### src/rtl/fc_acc_bank.sv
// rtl/fc_acc_bank.sv - bias-preloaded, flow-controlled FC accumulator bank
// Optional argmax stage enabled by defining FC_ACC_ARGMAX_EN.
module fc_acc_bank #(
  parameter int DATA_WIDTH = 32,
  parameter int NUM_CH     = 10,
  parameter int NUM_TERMS  = 16,
  parameter int ARITH_TYPE = 0,
  parameter int CNT_W      = $clog2(NUM_TERMS + 1),
  parameter int IDX_W      = $clog2(NUM_CH)
) (
  input  logic                         clk,
  input  logic                         reset,
  input  logic                         start,
  input  logic [NUM_CH*DATA_WIDTH-1:0] data_bias,
  input  logic                         in_valid,
  output logic                         in_ready,
  input  logic [NUM_CH*DATA_WIDTH-1:0] data_in,
  output logic [NUM_CH*DATA_WIDTH-1:0] data_out,
  output logic                         out_valid,
  input  logic                         out_ready,
  output logic                         busy,
  output logic [IDX_W-1:0]             class_idx
);

  typedef enum logic [1:0] {
    IDLE   = 2'd0,
    ACC    = 2'd1,
    DONE   = 2'd2
`ifdef FC_ACC_ARGMAX_EN
    , ARGMAX = 2'd3
`endif
  } state_t;

  state_t                state;
  logic [DATA_WIDTH-1:0] acc     [NUM_CH];
  logic [DATA_WIDTH-1:0] acc_sum [NUM_CH];
  logic [CNT_W-1:0]      term_cnt;
  logic                  do_load;
  logic                  last_term;

  // Saturation clamps only when both operands share a sign the sum lost.
  function automatic logic [DATA_WIDTH-1:0] add_fn(input logic [DATA_WIDTH-1:0] a,
                                                   input logic [DATA_WIDTH-1:0] b);
    logic [DATA_WIDTH-1:0] s;
    s = a + b;
    if (ARITH_TYPE == 1 && a[DATA_WIDTH-1] == b[DATA_WIDTH-1] && s[DATA_WIDTH-1] != a[DATA_WIDTH-1])
      s = a[DATA_WIDTH-1] ? {1'b1, {(DATA_WIDTH-1){1'b0}}} : {1'b0, {(DATA_WIDTH-1){1'b1}}};
    return s;
  endfunction

  for (genvar g = 0; g < NUM_CH; g++) begin : g_ch
    assign acc_sum[g] = add_fn(acc[g], data_in[g*DATA_WIDTH +: DATA_WIDTH]);
    assign data_out[g*DATA_WIDTH +: DATA_WIDTH] = acc[g];
  end

  // start restarts from any state except DONE, where it needs the handshake too.
  assign do_load   = start && (state != DONE || out_ready);
  assign last_term = (term_cnt == CNT_W'(NUM_TERMS - 1));

`ifdef FC_ACC_ARGMAX_EN
  logic [DATA_WIDTH-1:0] best;
  logic [IDX_W-1:0]      arg_idx;
  logic [IDX_W-1:0]      class_idx_r;
  assign class_idx = class_idx_r;
`else
  assign class_idx = '0;
`endif

  always_ff @(posedge clk) begin
    if (!reset) begin
      state     <= IDLE;
      term_cnt  <= '0;
      in_ready  <= 1'b0;
      out_valid <= 1'b0;
      busy      <= 1'b0;
      for (int i = 0; i < NUM_CH; i++) acc[i] <= '0;
`ifdef FC_ACC_ARGMAX_EN
      best        <= '0;
      arg_idx     <= '0;
      class_idx_r <= '0;
`endif
    end else if (do_load) begin
      for (int i = 0; i < NUM_CH; i++) acc[i] <= data_bias[i*DATA_WIDTH +: DATA_WIDTH];
      term_cnt  <= '0;
      state     <= ACC;
      in_ready  <= 1'b1;
      out_valid <= 1'b0;
      busy      <= 1'b1;
    end else begin
      case (state)
        ACC: begin
          if (in_valid) begin
            for (int i = 0; i < NUM_CH; i++) acc[i] <= acc_sum[i];
            term_cnt <= term_cnt + CNT_W'(1);
            if (last_term) begin
              in_ready <= 1'b0;
`ifdef FC_ACC_ARGMAX_EN
              // Seed the search with channel 0's final value, not the stale register.
              state       <= ARGMAX;
              best        <= acc_sum[0];
              class_idx_r <= '0;
              arg_idx     <= IDX_W'(1);
`else
              state     <= DONE;
              out_valid <= 1'b1;
`endif
            end
          end
        end
`ifdef FC_ACC_ARGMAX_EN
        ARGMAX: begin
          if ($signed(acc[arg_idx]) > $signed(best)) begin
            best        <= acc[arg_idx];
            class_idx_r <= arg_idx;
          end
          if (arg_idx == IDX_W'(NUM_CH - 1)) begin
            state     <= DONE;
            out_valid <= 1'b1;
          end else begin
            arg_idx <= arg_idx + IDX_W'(1);
          end
        end
`endif
        DONE: begin
          if (out_ready) begin
            state     <= IDLE;
            out_valid <= 1'b0;
            busy      <= 1'b0;
          end
        end
        default: ;
      endcase
    end
  end

endmodule

### config.mk
export PLATFORM = sky130hd
export DESIGN_NAME = fc_acc_bank
export DESIGN_NICKNAME = d
export VERILOG_FILES = /design/src/rtl/fc_acc_bank.sv
export SDC_FILE = /design/constraint.sdc
export NUM_CORES = 1
export LEC_CHECK = 0
export BUFFER_PORTS_ARGS = -buffer_cell sky130_fd_sc_hd__clkbuf_2
export CORE_AREA = 2 2 379 381
export DETAILED_ROUTE_END_ITERATION = 10
export DIE_AREA = 0 0 381 383
export PLACE_DENSITY = 0.45
export SLEW_MARGIN = 5
export SYNTH_ARGS = -nofsm -noshare
export SYNTH_HDL_FRONTEND = slang
export SYNTH_SLANG_ARGS = --single-unit
### constraint.sdc
create_clock -name clk -period 7.7 [get_ports clk]
set_input_delay 0.385 -clock clk [delete_from_list [all_inputs] [get_ports clk]]
set_output_delay 0.385 -clock clk [all_outputs]
set_load 0.005 [all_outputs]
==> Word level (Yosys, flattened, before mapping) <==
Memories as Yosys holds them, arrays and structs flattened.
Index checks and enable logic that the tools add are counted.
{ "word_totals": {"memories": 1, "out_inout_bits": 327, "ram_bits": 320, "register_bits": 10} }
{ "classes": {"addsub": 11, "muxes": 44, "bitwise_logic": 21, "reduce_logical": 15, "n_eq_ne": 10} }
{ "mem_list": {"columns": ["memory", "words", "width", "read_ports", "rd_clocked_by_memory_dff", "write_ports", "line", "rtl"], "rows": [
  ["acc", 10, 32, 10, 0, 10, "35", "logic [DATA_WIDTH-1:0] acc [NUM_CH];"]
]} }
{ "op_table": {"columns": ["op", "count"], "rows": [
  ["$mux W32", 20],
  ["$add A32 B32 Y32", 10],
  ["$or A1 B1 Y1", 20],
  ["$mux W1", 19],
  ["$reduce_bool A2 Y1", 6],
  ["$ne A3 B3 Y1 const B", 3],
  ["$ne A2 B2 Y1 const B", 4],
  ["$reduce_and A4 Y1", 2],
  ["$mux W2", 3],
  ["$add A5 B1 Y5 const B", 1],
  ["$eq A5 B4 Y1 const B", 1],
  ["$pmux W2 S2", 1],
  ["$reduce_and A2 Y1", 2],
  ["$reduce_and A3 Y1", 1],
  ["$reduce_bool A3 Y1", 1],
  ["$eq A2 B1 Y1 const B", 1],
  ["$eq A2 B2 Y1 const B", 1],
  ["$pmux W1 S2", 1],
  ["$reduce_or A2 Y1", 1],
  ["$logic_and A1 B1 Y1", 1],
  ["$logic_or A1 B1 Y1", 1],
  ["$not A1 Y1", 1]
]} }

==> Longest topological paths before layout <==
{ "logic_depth": {"depth_word": 8, "depth_mapped": 12, "mapped_depth_nobuf": 12} }

==> Worst setup path after synthesis <==
Ideal clock, no wire load.
{ "synth_path": {"kind": "reg2reg", "startpoint": "register, netlist name out_valid", "endpoint": "memory acc[0][0], enable pin", "arrival_time_ns": 4.378, "period_less_slack_ns": 4.909, "stages_incl_launch_ff": 4, "setup_ns": 0.531, "required_time_ns": 7.169, "path_slack_ns": 2.791, "path_cell_list": "dfxtp_1 and3b_1 clkbuf_1 or2_2"} }
{ "synth_lines": {"columns": ["item", "line"], "rows": [
  ["end, declared", "35"]
]} }

==> metrics.md <==
| Metric | Value |
|---|---|
| Fin. max-slew vios | `0` |
| Post-synth top flop | `edfxtp_1` |
| Pwr/cell area | `between 150 and 200 mW/mm^2` |
| H-tree depth | `2` |
| WS Path Type | `reg -> reg` |
| Final Hold Vio Count | `0` |
| Worst setup SP type | `flop` |
| Area Overhead vs Synth | `33.45%` |
| Postcts setup bufs | `0` |
| Max-cap violations | `0` |
| Commonest non-fill, non-tap cells in the layout | `967 x clkbuf_2, 424 x nand2_1, 385 x o21ai_0` |
| Post-DRT Antenna Nets | `0` |
| HP Class | `in -> reg` |
| DR pass1 iterations | `5` |
| Synth unique cells | `80` |
| Setup WS pre-CTS | `2.805 ns` |
| Placed Cells | `~6000` |
| Area of the mapped netlist | `roughly 0.028 mm^2` |
| CTS Buf Count | `48` |
| Clock transition at path regs | `approximately 0.06 ns` |
| Full die area | `0.1459 mm^2` |
| Final WS setup | `roughly 2.8 ns` |
| # IOs | `between 900 and 1000` |
| Synth Area in Adders | `between 10% and 20%` |
| Die width | `381 um` |
| Initial antenna violation count | `33` |
| Setup Skew | `0.01012 ns` |
| Hold-fix buffers, CTS | `just over 100` |
| RSZ-0062 raised after global routing | `no` |
| Commonest non-fill, non-tap cell in the layout | `clkbuf_2` |
| Leak | `17.89 nW` |
| First-pass GRT wire length | `roughly 200000 um` |
| Gpl congestion | `approximately 0.95` |
| Crit. End Element | `flop` |
| CTS Buffer Depth | `3` |
| Ys async rst share | `0%` |
| Fin nets | `slightly above 5000` |
| GRT overflow | `0` |
| Fillers | `about 16000` |
| Avg WL per Cell | `about 23 um` |
| DRC | `0` |
| Simple-Gate Fraction of Synth Area | `approximately an eighth` |
| Dpl hpwl | `around 110000 um` |
| Cells after Synth | `3122` |
| Yosys warns | `0` |
| Compound-cell area share of the yosys netlist | `approximately a quarter` |
| Via density | `4.755` |
| Via count | `28940` |
| Rows | `between 100 and 150` |
| Main combinational cell family by area after synthesis | `compound AO/OA/AOI/OAI gates` |
| Clock sinks | `around 330` |
| Min Hold Slack | `between 0.05 and 0.06 ns` |
| Finished Layout Cells | `about 6100` |
| TritonCTS clock tree | `built` |
| Final setup viols | `0` |
| Multiplexer share of the synthesized area | `less than 1%` |
| #FFs+latches synth | `~330` |
| Sequential area share after synthesis | `around 35%` |
| Slew headroom | `around 11%` |
| XOR/XNOR Fraction of Synth Area | `~8.9%` |
| Worst Path Required | `about 8 ns` |
| Drt first-iter violations | `about 1800` |
| Vias in the first global route | `around 29000` |
| Share of layout cells above drive strength 1 | `around a quarter` |
| Status | `finished, final reports clean` |
| Post-CTS Resized | `0` |
| TNS Setup | `0 ns` |
| Die Ht | `383 um` |
| Crit path max fanout | `4` |
| Fin crit share | `around 63%` |
| Critical path arrival | `between 5 and 6 ns` |
| GRT Util Overall | `between 15 and 20%` |
| Final Critical Period | `between 4 and 5 ns` |
| Worst-Margin Slew | `around 1.3 ns` |
| Largest net degree at the start of global routing | `approximately 130` |
| Syn Area/Cell | `a little over 9 um^2` |
| Initial core utilization | `between 15 and 20%` |
| Port bufs | `about 970` |
| Max Fclk | `206.2 MHz` |
| DRT Wirelength | `137900 um` |
| Core area | `between 0.1 and 0.15 mm^2` |
| Clock Tree Root | `clkbuf_16` |
| Max VDD drop | `0.0001405 V` |
| Number of synthesized flops with an enable pin | `320` |
| Clk_lat worst skew | `around 0.62 ns` |
## stage by stage
stage          cell area, um^2  utilization [%]  power, mW
2_1_floorplan            28330                -      3.808
3_3_place_gp             35250            24.78      4.750
3_5_place_dp             35250            24.78      4.745
4_1_cts                  37760            26.54      7.081
5_1_grt                  37780            26.56      7.394
6_report                 37790            26.56      7.007
## worst max-delay path, stage by stage, from the launching register on
cell and delay, ns:
edfxtp_1 0.39, ha_1 0.31, fa_1 0.50, a211oi_2 0.78, o2111ai_1 0.29, a41oi_1 0.39, o21ai_2 0.19, a31oi_1 0.29
o21ai_1 0.24, a211oi_1 0.73, a21oi_1 0.19, xnor2_1 0.16, o21ai_0 0.08
## metal layers
layer / vias to the layer above / part of all wire [%] / track usage (%)
li1: 13780 / - / -
met1: 14020 / 44 / 23.33
met2: 941 / 47 / 29.85
met3: 168 / 7.0 / 4.633
met4: 28 / 2.3 / 4.384
met5: - / 0.13 / 0
## power by group
| part | total, mW | internal [mW] | switching, mW |
|---|---|---|---|
| Combinational | 2.48 | 1.04 | 1.44 |
| Sequential | 2.29 | 2.16 | 0.128 |
| Clock | 2.24 | 1.28 | 0.953 |
| Total | 7.01 | 4.49 | 2.52 |
## synthesized netlist by cell type, drive strengths merged, types with 20 or more instances
cell type | number | share of area, %
nand2 | 424 | 5.6
o21ai | 400 | 7.1
edfxtp | 320 | 34
ha | 312 | 14
a21oi | 258 | 4.6
a21o | 208 | 5.5
xnor2 | 154 | 4.8
xor2 | 133 | 4.1
clkbuf | 122 | 1.6
nor2 | 114 | 1.5
nand3 | 59 | 1.0
inv | 51 | 0.68
a31oi | 42 | 0.93
o21bai | 40 | 1.1
and3 | 37 | 0.82
nand4 | 37 | 0.82
a22o | 36 | 1.1
a211oi | 33 | 0.91
nor3 | 29 | 0.51
nand2b | 28 | 0.62
nor2b | 22 | 0.49
o21a | 22 | 0.58
o31ai | 20 | 0.60
## sequential cells by signal, indices dropped and copies added, names as in the netlist
signal     cells
term_cnt       5
out_valid      1
busy           1
in_ready       1
state          1
acc          320
## layout make-up
class                      count  area [um^2]  share of cell area [%]
antenna                       12        30.03                 0.07946
clock buffer                  56         1252                   3.314
clock inverter                31        237.7                  0.6291
inverter                      51        191.4                  0.5066
multi-input combinational   2616        17870                   47.28
sequential                   329         9789                   25.90
tap                         1903         2381                   6.301
timing repair buffer        1088         6041                   15.99
## worst paths after layout
kind	startpoint	end	slack [ns]	depth (start not counted)
min	data_bias[46]	acc[1][14]	0.05	3
min reg2reg	in_ready	in_ready	0.49	1
max reg2reg	acc[8][0]	acc[8][30]	2.85	12
max	acc[8][0]	acc[8][30]	2.85	12
## logic make-up after synthesis
logic type                 count (synthesis)
AOI/OAI and AO/OA                       1189
xor gates and xnor gates                 287
DFF                                      329
and+or+nand+nor                          810
other                                      1
muxes                                      4
buffers and inverters                    180
adders and majority gates                322
Power figures use the tool's default switching activity.
